**src/rtl/routing_pkg.sv**
```systemverilog
// Shared routing-library types: arbiter FSM states and a one-hot helper.
package routing_pkg;

   localparam int MAX_S = 8;
   localparam int MAX_N = 2 ** MAX_S;

   typedef enum logic [1:0] {ST_IDLE, ST_GRANT, ST_LOCK} state_t;

   function automatic logic [MAX_N-1:0] onehot_from_idx(input logic [MAX_S-1:0] idx);
      return MAX_N'(1) << idx;
   endfunction

endpackage

```
**src/rtl/rr_sel_arbiter_if.sv**
```systemverilog
// Request/select bus between the sources, the arbiter and the 2^S:1 mux.
interface rr_sel_arbiter_if #(parameter int S = 3);
   logic [2**S-1:0] req;
   logic [2**S-1:0] last;
   logic [S-1:0]    sel;
   logic [2**S-1:0] gnt;
   logic            valid;
   logic            ready;

   // master: the arbiter; slave: sources plus downstream consumer
   modport master (input req, last, ready, output sel, gnt, valid);
   modport slave  (output req, last, ready, input sel, gnt, valid);
endinterface

```
**src/rtl/rr_prio_enc.sv**
```systemverilog
// Rotating priority encoder: first set req bit at or after ptr, wrapping.
module rr_prio_enc #(
   parameter int S = 3
) (
   input  logic [2**S-1:0] req,
   input  logic [S-1:0]    ptr,
   output logic [S-1:0]    idx,
   output logic            any
);
   localparam int N = 2 ** S;

   logic [2*N-1:0] dbl;
   logic [N-1:0]   rot;
   logic [S-1:0]   off;

   always_comb begin
      dbl = {req, req};
      // rot[j] is req[(ptr + j) mod N]
      rot = dbl[ptr +: N];
      off = '0;
      for (int j = N - 1; j >= 0; j--)
         if (rot[j]) off = S'(j);
      any = |req;
      idx = ptr + off;
   end
endmodule

```
**src/rtl/rr_sel_arbiter.sv**
```systemverilog
// Round-robin arbiter driving the binary select of a 2^S:1 mux.
// Define RR_ARB_LOCK_EN to hold the grant across multi-beat packets (last-terminated).
module rr_sel_arbiter
   import routing_pkg::*;
#(
   parameter int S = 3
) (
   input logic               clk,
   input logic               rst,
   rr_sel_arbiter_if.master  bus
);
   localparam int N = 2 ** S;

   state_t         state;
   logic [S-1:0]   ptr;
   logic [S-1:0]   sel_q;
   logic [N-1:0]   gnt_q;
   logic           valid_q;
   logic [S-1:0]   base;
   logic [S-1:0]   win;
   logic           win_any;
   logic           hold_pkt;

   // While granted, the only arbitration that matters is the one taken at
   // handshake, which must start just past the served input.
   assign base = (state == ST_IDLE) ? ptr : sel_q + S'(1);

   rr_prio_enc #(.S(S)) u_enc (
      .req (bus.req),
      .ptr (base),
      .idx (win),
      .any (win_any)
   );

`ifdef RR_ARB_LOCK_EN
   assign hold_pkt = !bus.last[sel_q];
`else
   logic unused_last;
   assign unused_last = ^bus.last;
   assign hold_pkt    = 1'b0;
`endif

   always_ff @(posedge clk) begin
      if (rst) begin
         state   <= ST_IDLE;
         ptr     <= '0;
         sel_q   <= '0;
         gnt_q   <= '0;
         valid_q <= 1'b0;
      end else begin
         case (state)
            ST_IDLE: begin
               if (win_any) begin
                  sel_q   <= win;
                  gnt_q   <= N'(onehot_from_idx(MAX_S'(win)));
                  valid_q <= 1'b1;
                  state   <= ST_GRANT;
               end
            end
            default: begin
               // GRANT and LOCK share the handshake path; LOCK only differs
               // in that a non-final beat keeps the current source.
               if (bus.ready) begin
                  if (hold_pkt) begin
                     state <= ST_LOCK;
                  end else begin
                     ptr <= sel_q + S'(1);
                     if (win_any) begin
                        sel_q <= win;
                        gnt_q <= N'(onehot_from_idx(MAX_S'(win)));
                        state <= ST_GRANT;
                     end else begin
                        gnt_q   <= '0;
                        valid_q <= 1'b0;
                        state   <= ST_IDLE;
                     end
                  end
               end
            end
         endcase
      end
   end

   assign bus.sel   = sel_q;
   assign bus.gnt   = gnt_q;
   assign bus.valid = valid_q;
endmodule
```
**src/flat_wrapper.sv**
```systemverilog
// flat-port wrapper written by rule: the top's interface ports become plain ports
module rr_sel_arbiter_flat import routing_pkg::*;
#(
   parameter int S = 3
)
  (clk, rst, bus_req, bus_last, bus_ready, bus_sel, bus_gnt, bus_valid);
  rr_sel_arbiter_if #(.S(S)) bus_i ();
  input logic clk;
  input logic rst;
  input wire logic [$bits(bus_i.req)-1:0] bus_req;
  input wire logic [$bits(bus_i.last)-1:0] bus_last;
  input wire logic [$bits(bus_i.ready)-1:0] bus_ready;
  output wire logic [$bits(bus_i.sel)-1:0] bus_sel;
  output wire logic [$bits(bus_i.gnt)-1:0] bus_gnt;
  output wire logic [$bits(bus_i.valid)-1:0] bus_valid;
  assign bus_i.req = bus_req;
  assign bus_i.last = bus_last;
  assign bus_i.ready = bus_ready;
  assign bus_sel = bus_i.sel;
  assign bus_gnt = bus_i.gnt;
  assign bus_valid = bus_i.valid;
  rr_sel_arbiter #(.S(S)) u_core (.clk(clk), .rst(rst), .bus(bus_i));
endmodule
```
**config.mk**
```make
export PLATFORM = sky130hd
export DESIGN_NAME = rr_sel_arbiter_flat
export DESIGN_NICKNAME = d
export VERILOG_FILES = /design/src/rtl/routing_pkg.sv /design/src/rtl/rr_sel_arbiter_if.sv /design/src/rtl/rr_prio_enc.sv /design/src/rtl/rr_sel_arbiter.sv /design/src/flat_wrapper.sv
export SDC_FILE = /design/constraint.sdc
export NUM_CORES = 1
export LEC_CHECK = 0
export ABC_AREA = 1
export CORE_UTILIZATION = 45
export CTS_CLUSTER_SIZE = 10
export DETAILED_ROUTE_END_ITERATION = 8
export GPL_TIMING_DRIVEN = 0
export HOLD_SLACK_MARGIN = 0.15
export PLACE_DENSITY = 0.83
export REMOVE_ABC_BUFFERS = 1
export SETUP_SLACK_MARGIN = 0.02
export SLEW_MARGIN = 20
export SYNTH_ARGS = -nofsm -noshare
export SYNTH_HDL_FRONTEND = slang
export SYNTH_SLANG_ARGS = --single-unit
```
**constraint.sdc**
```tcl
create_clock -name clk -period 3.4 [get_ports clk]
set_clock_uncertainty 0.2 [all_clocks]
set_input_delay 0.51 -clock clk [delete_from_list [all_inputs] [get_ports clk]]
set_output_delay 0.51 -clock clk [all_outputs]
set_load 0.05 [all_outputs]
```
==> results_dict.tcl, run 1 <==
set metrics [dict create \
    synth.mux.area_fraction_pct 0 \
    yosysWarnings 0 \
    finalPower_w 0.00149 \
    tightest_slew_ns 0.561 \
    synth-edff-count 0 \
    clk_pin_slew_ns 0.08 \
    dieArea_um2 3280 \
    rsz0062_at_grt "true" \
    clock_latency_ns 0.28 \
    violations "DRC" \
    fin_crit_sh_pct 93.5 \
    area_growth_pct 25.7 \
    hold_viol 0 \
    r2r_slack_ns 0.26 \
    min_path_cells 2 \
    dr.pass1.iters 6 \
    fin_crit_ns 3.18 \
    crit_end "u_core.bus.gnt[4]" \
    maxSlewViolCount 0 \
    cts_max_level 1 \
    grt_pass1_vias 1293 \
    timing.final.ws_setup_ns 0.221 \
    r2r_end "u_core.bus.gnt[4]" \
    synth_compound_area_share_pct 12.0 \
    drv_cap 0 \
    synth_flop_cell "dfxtp_1" \
    synth_top_family_by_area "simple AND/OR/NAND/NOR gates" \
    cp.required_ns 3.40 \
    r2r_cells 19 \
    cp_common_cell "nand2_1" \
    vias 1463 \
    critPathLaunchType "input pin" \
    synthAdderAreaFrac_pct 4.19 \
    seq_area_frac_synth_pct 23.3 \
    overflow 0 \
    startpoint "bus_req[5]" \
    fin_util_pct 61.0 \
    peakVddDrop_v 0.000636 \
    ant_nets 0 \
    avgSynthCellArea_um2 6.54 \
    cts_buffers 3 \
    cts_tree "built" \
    pre_cts_ws_ns -0.248 \
    drtIter0Drc 109 \
    synth_xor_area_share_pct 0.638 \
    setup_tns_ns 0 \
    route.detailed.drc 7 \
    worstReg2RegStart "u_core.bus.sel[0]" \
    drt-wirelength-per-cell_um 12.5 \
    antenna_found_initial 0 \
    netlist_instances 210 \
    ctsHoldBuffers 0 \
    leakage_nw 0.758 \
    grt_pass1_wl_um 5200 \
    timing.fmax_mhz 315 \
    cts_buffer_depth 2 \
    grtUsageTotal_pct 19.7 \
    numPortBuffers 22 \
    cpMaxStageDelayCell "fa_2" \
    path_cells "clkdlybuf4s50_1 > inv_2 > nand3_1 > nand3_1 > nand2_1 > nand2_1 > nand2_1 > a21oi_1 > o21bai_1 > nand2_1 > nand2_1 > a21boi_1 > ha_1 > inv_1 > fa_2 > inv_1 > nor2_1 > nand3_1 > a21oi_1" \
    ys_types 31 \
    clock_sinks 16 \
    initial_utilization_pct 48.5 \
    ys_ff_latch 16 \
    async_flop_share_pct 0 \
    core_region_area_um2 2830 \
    dieHeight_um 57.2 \
    synth-simple-area-share_pct 50.1 \
    cp.depth 19 \
    setup_viol 0 \
    cts_root_buf "clkbuf_4" \
    path_buf_inv 4 \
    path_class "input pin to flip-flop" \
    pin_count 31 \
    outcome "complete, but fails checks" \
    hold_path_class "flip-flop to flip-flop" \
    dp_hpwl_um 2310 \
    routed_wirelength_um 3340 \
    routabilityCongestion 0.925 \
    p_per_area_nw_per_um2 866 \
    relSlewSlack_pct 62.5 \
    crit_arrival_ns 3.18 \
    netlist_area_um2 1370 \
    num_rows 19 \
    antennaDiodeCount 0 \
    crit_family "simple AND/OR/NAND/NOR gates" \
    die_x_um 57.2 \
    crit_path_max_incr_delay_ns 0.56 \
    grt_start_max_net_pins 13 \
    path_max_fanout 4 \
    crit_path_end_kind "flip-flop" \
    drive_gt1_share_pct 21.9 \
    vias_per_cell 5.46 \
    finalNetCount 262 \
]
-- layer usage --
layer / vias to the layer above / global-route usage [%] / wire length [µm]
li1: 752 / - / -
met1: 654 / 24.3 / 1490
met2: 52 / 35.6 / 1620
met3: 5 / 1.81 / 189
met4: 0 / 6.97 / 36
met5: - / 0 / 0
-- worst min-delay path, delay by kind of cell (launching register included) --
family | cells | cell delay (ns)
flops | 1 | 0.31
simple gates | 1 | 0.06
compound gates | 1 | 0.05
-- logic make-up after synthesis --
logic type,count (synthesis)
AOI/OAI and AO/OA,26
xor gates and xnor gates,1
adders and majority gates,4
buffers and inverters,27
DFF,16
and+or+nand+nor,136
-- stage by stage --
step,area [µm²],cells,hold slack (ns)
after floorplan,1330,205,0.250
after global placement,1590,258,0.255
after detailed placement,1590,258,0.254
after CTS,1640,262,0.267
after global routing,1730,268,0.286
final,1730,268,0.264
-- power by group --
group	leakage [nW]	switching, W	total [W]	internal (W)
logic	0.612	0.000701	0.00110	0.000399
registers	0.133	0.0000490	0.000301	0.000252
clock network	0.0138	0.0000518	0.0000929	0.0000411
-- cell usage after synthesis (2+ instances only) --
cell / number / share of area, %
nand2_1: 54 / 15
nand3_2: 3 / 2.2
nor2_2: 2 / 0.91
o21ai_0: 5 / 1.8
ha_1: 3 / 2.7
dfxtp_1: 16 / 23
inv_1: 19 / 5.2
buf_6: 3 / 2.5
nand4_1: 2 / 0.91
nor2_1: 15 / 4.1
o21bai_1: 2 / 1.1
nand3_1: 44 / 16
inv_2: 2 / 0.55
a21oi_2: 4 / 2.6
nand2_2: 7 / 3.2
a21oi_1: 10 / 3.6
nand2_4: 5 / 4.1
-- cells in the final DEF (no fill, tap or decap), types with 5 or more instances in the layout --
cell type,synthesis,final
nor2_1,15,15
dfxtp_1,16,13
clkdlybuf4s50_1,0,22
inv_1,19,16
a21oi_1,10,10
nand2_2,7,8
inv_2,2,5
nand2_1,54,53
nand2_4,5,5
o21ai_0,5,5
nand3_2,3,5
nand3_1,44,42
buf_4,1,6
-- registers in the layout, summed over array words and instances, names as in the netlist --
signal and cells:
u_core.state 1, u_core.bus.sel 3, u_core.ptr 3, u_core.bus.valid 1, u_core.bus.gnt 8
-- cell type report --
class,count,area (µm²)
inverters,22,87.6
flip-flops and latches,16,329
clock buffers,3,22.5
multi-input cells,168,982
well taps,31,38.8
fillers,255,1100
repair buffers,28,265
-- worst min-delay path by stage --
stage | startpoint | endpoint | slack [ns]
after detailed placement | u_core.bus.gnt[7] | u_core.bus.gnt[7] | 0.25
after CTS | u_core.bus.gnt[7] | u_core.bus.gnt[7] | 0.27
after global routing | u_core.bus.gnt[7] | u_core.bus.gnt[7] | 0.29
after floorplan | u_core.ptr[1] | u_core.ptr[1] | 0.25
after global placement | u_core.bus.gnt[7] | u_core.bus.gnt[7] | 0.26
final | u_core.bus.gnt[7] | u_core.bus.gnt[7] | 0.26
-- timing repair --
| item | CTS | global route |
|---|---|---|
| gates resized for setup | 5 | 13 |
| pin swaps | 1 | 2 |
| buffers inserted | 1 | 5 |
| gates cloned | 0 | 1 |
| setup endpoints to repair | 9 | 9 |
Note: power is estimated with default switching activity, not from simulation.
==> inputs of run 2 (changes only) <==
Settings changed: PLACE_DENSITY 0.83 to 0.8.
Clock period 3.4 ns to 3 ns, I/O delays scaled along.
==> results_dict.tcl, run 2 (synthesis results as in run 1) <==
set metrics [dict create \
    outcome "complete, but fails checks" \
    violations "DRC, setup timing" \
    cts_max_level 1 \
    routabilityCongestion 0.877 \
    setup_tns_ns -0.256 \
    grt_start_max_net_pins 12 \
    cts_root_buf "clkbuf_4" \
    relSlewSlack_pct 62.3 \
    finalPower_w 0.00179 \
    tightest_slew_ns 0.563 \
    path_max_fanout 5 \
    dieArea_um2 3280 \
    min_path_cells 2 \
    place_inst 258 \
    overflow 0 \
    area_growth_pct 33.7 \
    rsz0062_at_grt "true" \
    cts_buffer_depth 2 \
    p_per_area_nw_per_um2 976 \
    grt_pass1_wl_um 5810 \
    fin_crit_sh_pct 103 \
    hold_viol 0 \
    hold_path_class "flip-flop to flip-flop" \
    cp.required_ns 3.00 \
    drt-wirelength-per-cell_um 12.8 \
    clock_sinks 16 \
    ant_nets 0 \
    final_cell_count_no_fill 274 \
    grt_pass1_vias 1344 \
    path_class "flip-flop to flip-flop" \
    p_sw_w 0.000960 \
    grtUsageTotal_pct 22.6 \
    seq_power_share_pct 18.9 \
    drtIter0Drc 63 \
    core_region_area_um2 2830 \
    cts_buffers 3 \
    pin_count 31 \
    clock_power_share_pct 5.9 \
    dr.pass1.iters 8 \
    clk_pin_slew_ns 0.08 \
    critPathLaunchType "flip-flop" \
    cts_tree "built" \
    antennaDiodeCount 0 \
    die_x_um 57.2 \
    crit_arrival_ns 3.09 \
    power_frac_comb_pct 75.2 \
    p_int_w 0.000831 \
    finalNetCount 268 \
    route.detailed.drc 2 \
    dp_hpwl_um 2240 \
    largest_reg_flops 8 \
    fin_crit_ns 3.09 \
    final_cell_mix "51 x nand2_1, 36 x nand3_1, 20 x clkdlybuf4s50_1" \
    timing.fmax_mhz 323 \
    drive_gt1_share_pct 28.8 \
    n_fill_cell 248 \
    swShare_pct 53.6 \
    numPortBuffers 22 \
    leakage_nw 0.804 \
    pre_cts_ws_ns -0.565 \
    drv_cap 0 \
    r2r_cells 19 \
    num_rows 19 \
    maxSlewViolCount 0 \
    initial_utilization_pct 48.5 \
    setup_viol 6 \
    vias_per_cell 5.50 \
    clock_latency_ns 0.27 \
    crit_path_end_kind "flip-flop" \
    peakVddDrop_v 0.000733 \
    layout_commonest_cell "nand2_1" \
    antenna_found_initial 0 \
    vias 1508 \
    timing.final.ws_setup_ns -0.0928 \
    routed_wirelength_um 3520 \
    dieHeight_um 57.2 \
]
==> run 2: changes by cell type in the layout (fill, tap and decap cells not counted), sizes merged <==
| cell | change |
|---|---|
| clkdlybuf4s50 | -2 |
| dlygate4sd2 | +2 |
| buf | +5 |
| o21ai | +1 |
==> run 2: layout make-up <==
cell class | instances | area, µm² | share of cell area, %
repair buffers | 33 | 300 | 16.4
clock buffers | 3 | 22.5 | 1.23
flip-flops and latches | 16 | 329 | 17.9
inverters | 22 | 87.6 | 4.77
multi-input cells | 169 | 1060 | 57.6
well taps | 31 | 38.8 | 2.11
==> run 2: final timing paths <==
| check | from | slack (ns) | to |
|---|---|---|---|
| worst max register to register | u_core.bus.sel[0] | -0.09 | u_core.bus.gnt[3] |
| worst min-delay path | u_core.bus.gnt[7] | 0.26 | u_core.bus.gnt[7] |
| worst min register to register | u_core.bus.gnt[7] | 0.26 | u_core.bus.gnt[7] |
| worst max-delay path | u_core.bus.sel[0] | -0.09 | u_core.bus.gnt[3] |
==> run 2: layer usage <==
| metal | track usage (%) | wire [µm] |
|---|---|---|
| met2 | 40.3 | 1680 |
| met4 | 9.06 | 123 |
| met3 | 2.04 | 177 |
| met5 | 0 | 0 |
| met1 | 27.9 | 1550 |
==> run 2: critical path, cell delays in order (launching register included) <==
cell	delay [ns]
dfxtp_4	0.38
ha_4	0.32
nand2_4	0.08
o21ai_2	0.11
buf_4	0.16
nand3_1	0.08
nand3_1	0.09
nand2_1	0.08
nand2_1	0.07
nand2_1	0.05
a21boi_1	0.13
ha_1	0.16
inv_1	0.06
fa_2	0.37
xor2_4	0.18
inv_2	0.07
nand3_4	0.10
nand2_4	0.09
nand2_1	0.06
a21oi_2	0.16
==> run 2: power by group through the flow <==
stage / Combinational [W] / Sequential [W] / Clock, W
after floorplan: 0.000665 / 0.000540 / 0
after CTS: 0.00130 / 0.000340 / 0.000113
after global routing: 0.00147 / 0.000346 / 0.000121
after global placement: 0.00112 / 0.000331 / 0
final: 0.00135 / 0.000339 / 0.000106
after detailed placement: 0.00112 / 0.000332 / 0
==> run 2: metrics by stage <==
| stage | area [µm²] | hold slack, ns | utilization [%] |
|---|---|---|---|
| after floorplan | 1330 | 0.250 | - |
| after global placement | 1590 | 0.255 | 56.1 |
| after CTS | 1810 | 0.268 | 63.8 |
| final | 1840 | 0.265 | 64.9 |
| after detailed placement | 1590 | 0.254 | 56.1 |
| after global routing | 1840 | 0.281 | 64.9 |
==> run 2: what timing repair did <==
action                     4_1_cts  5_1_grt
gates cloned                     2        0
pin swaps                        6        1
gates resized for setup         29        6
hold buffers                     0        0
setup endpoints to repair       10        9
buffers inserted                11        0
==> inputs of run 3 (changes only) <==
Settings changed: CELL_PAD_IN_SITES_DETAIL_PLACEMENT from default to 0, CELL_PAD_IN_SITES_GLOBAL_PLACEMENT from default to 1, CORE_ASPECT_RATIO from default to 0.6, CORE_UTILIZATION 45 to 35, PLACE_DENSITY 0.8 to 0.87.
==> results_dict.tcl, run 3 (synthesis results as in run 1) <==
set metrics [dict create \
    outcome "complete, but fails checks" \
    violations "setup timing" \
    hold_viol 0 \
    numPortBuffers 22 \
    tightest_slew_ns 0.597 \
    leakage_nw 0.848 \
    maxSlewViolCount 0 \
    multi_input_area_um2 1090 \
    placed_area_um2 1610 \
    critPathLaunchType "flip-flop" \
    routabilityCongestion 0.816 \
    path_max_fanout 5 \
    n_fill_cell 363 \
    cts_root_buf "clkbuf_8" \
    dr.pass1.iters 4 \
    grt_pass1_vias 1411 \
    grtUsageTotal_pct 19.0 \
    finalNetCount 272 \
    hold_path_class "flip-flop to flip-flop" \
    p_per_area_nw_per_um2 1020 \
    cts_max_level 1 \
    cts_buffer_depth 2 \
    cts_buffers 3 \
    drtIter0Drc 150 \
    clock_sinks 16 \
    fin_crit_sh_pct 101 \
    relSlewSlack_pct 60.0 \
    crit_arrival_ns 2.96 \
    r2r_slack_ns -0.04 \
    holdWs_ns 0.264 \
    regArea_um2 329 \
    grt_pass1_wl_um 6320 \
    cpMaxStageDelayCell "dfxtp_4" \
    dp_hpwl_um 2590 \
    crit_path_max_incr_delay_ns 0.37 \
    cts_tree "built" \
    ctsHoldBuffers 0 \
    clk_pin_slew_ns 0.07 \
    pre_cts_ws_ns -0.653 \
    vias 1525 \
    pin_count 31 \
    rsz0062_at_grt "true" \
    clock_latency_ns 0.25 \
    dieHeight_um 50.5 \
    peakVddDrop_v 0.000556 \
    area_growth_pct 43.4 \
    setup_tns_ns -0.160 \
    die_x_um 82.8 \
    antenna_found_initial 0 \
    route.detailed.drc 0 \
    largest_reg_flops 8 \
    timing.fmax_mhz 329 \
    cp.required_ns 2.92 \
    antennaDiodeCount 0 \
    final_cell_mix "48 x nand2_1, 31 x nand3_1, 19 x clkdlybuf4s50_1" \
    num_rows 17 \
    grt_start_max_net_pins 12 \
    vias_per_cell 5.17 \
    finalPower_w 0.00200 \
    ant_nets 0 \
    cp_common_cell "nand2_1" \
    core_region_area_um2 3700 \
    drt-wirelength-per-cell_um 12.9 \
    crit_path_end_kind "flip-flop" \
    fin_crit_ns 3.04 \
    routed_wirelength_um 3820 \
    drive_gt1_share_pct 36.7 \
    dieArea_um2 4180 \
    timing.final.ws_setup_ns -0.0396 \
    setup_viol 6 \
    design_area_um2 1970 \
    overflow 0 \
    layout_commonest_cell "nand2_1" \
    initial_utilization_pct 37.1 \
    drv_cap 0 \
    path_cells "ha_4 > nand2_4 > o21ai_4 > nand3_2 > nand2_1 > nand2_1 > nand2_2 > a21oi_2 > o21bai_1 > nand2_1 > nand2_1 > a21boi_1 > ha_2 > inv_2 > fa_2 > xor2_2 > buf_4 > nand2_4 > nand2_4 > nand2_1 > a21oi_2" \
    path_class "flip-flop to flip-flop" \
]
-- run 3: layout make-up --
class                           count  share of cell area, %
Clock buffer                        4                   2.80
Inverter                           22                   4.45
Multi-Input combinational cell    168                   55.6
Sequential cell                    16                   16.7
Tap cell                           47                   2.99
Timing Repair Buffer               38                   17.5
-- run 3: layer usage --
metal / wire, µm / share of wire, % / global-route usage, %
met1: 1910 / 50 / 27.1
met2: 1610 / 42 / 29.1
met3: 279 / 7.3 / 5.10
met4: 23 / 0.60 / 3.16
met5: 0 / 0 / 0
-- run 3: path summary, 6_finish.rpt --
| check | from | endpoint | cells after the start |
|---|---|---|---|
| min | u_core.bus.gnt[6] | u_core.bus.gnt[6] | 2 |
| max reg2reg | u_core.bus.sel[0] | u_core.bus.gnt[0] | 21 |
| max | u_core.bus.sel[0] | u_core.bus.gnt[0] | 21 |
| min reg2reg | u_core.bus.gnt[6] | u_core.bus.gnt[6] | 2 |
-- run 3: report_power, final --
part	internal, W	switching (W)	total [W]
registers	0.000286	0.0000523	0.000338
logic	0.000562	0.000910	0.00147
clock network	0.000116	0.0000743	0.000191
total	0.000965	0.00104	0.00200
-- run 3: what timing repair did --
action / CTS / global route
setup buffers: 15 / 1
gates cloned: 1 / 0
gates resized for setup: 47 / 8
endpoints found under the setup margin: 10 / 9
pin swaps: 6 / 3
-- run 3: per-stage QoR --
step	std cells	util (%)
finish	295	53.2
global route	295	53.2
CTS	294	52.2
detailed placement	274	43.4
global placement	274	43.4
floorplan	205	-
-- run 3: worst max-delay path: cells and delay by family (launching register included) --
family | cells | cell delay [ns]
and+or+nand+nor | 10 | 0.77
DFF | 1 | 0.37
AOI/OAI and AO/OA | 5 | 0.45
adders and majority gates | 3 | 0.77
buffers and inverters | 2 | 0.17
xor gates and xnor gates | 1 | 0.16
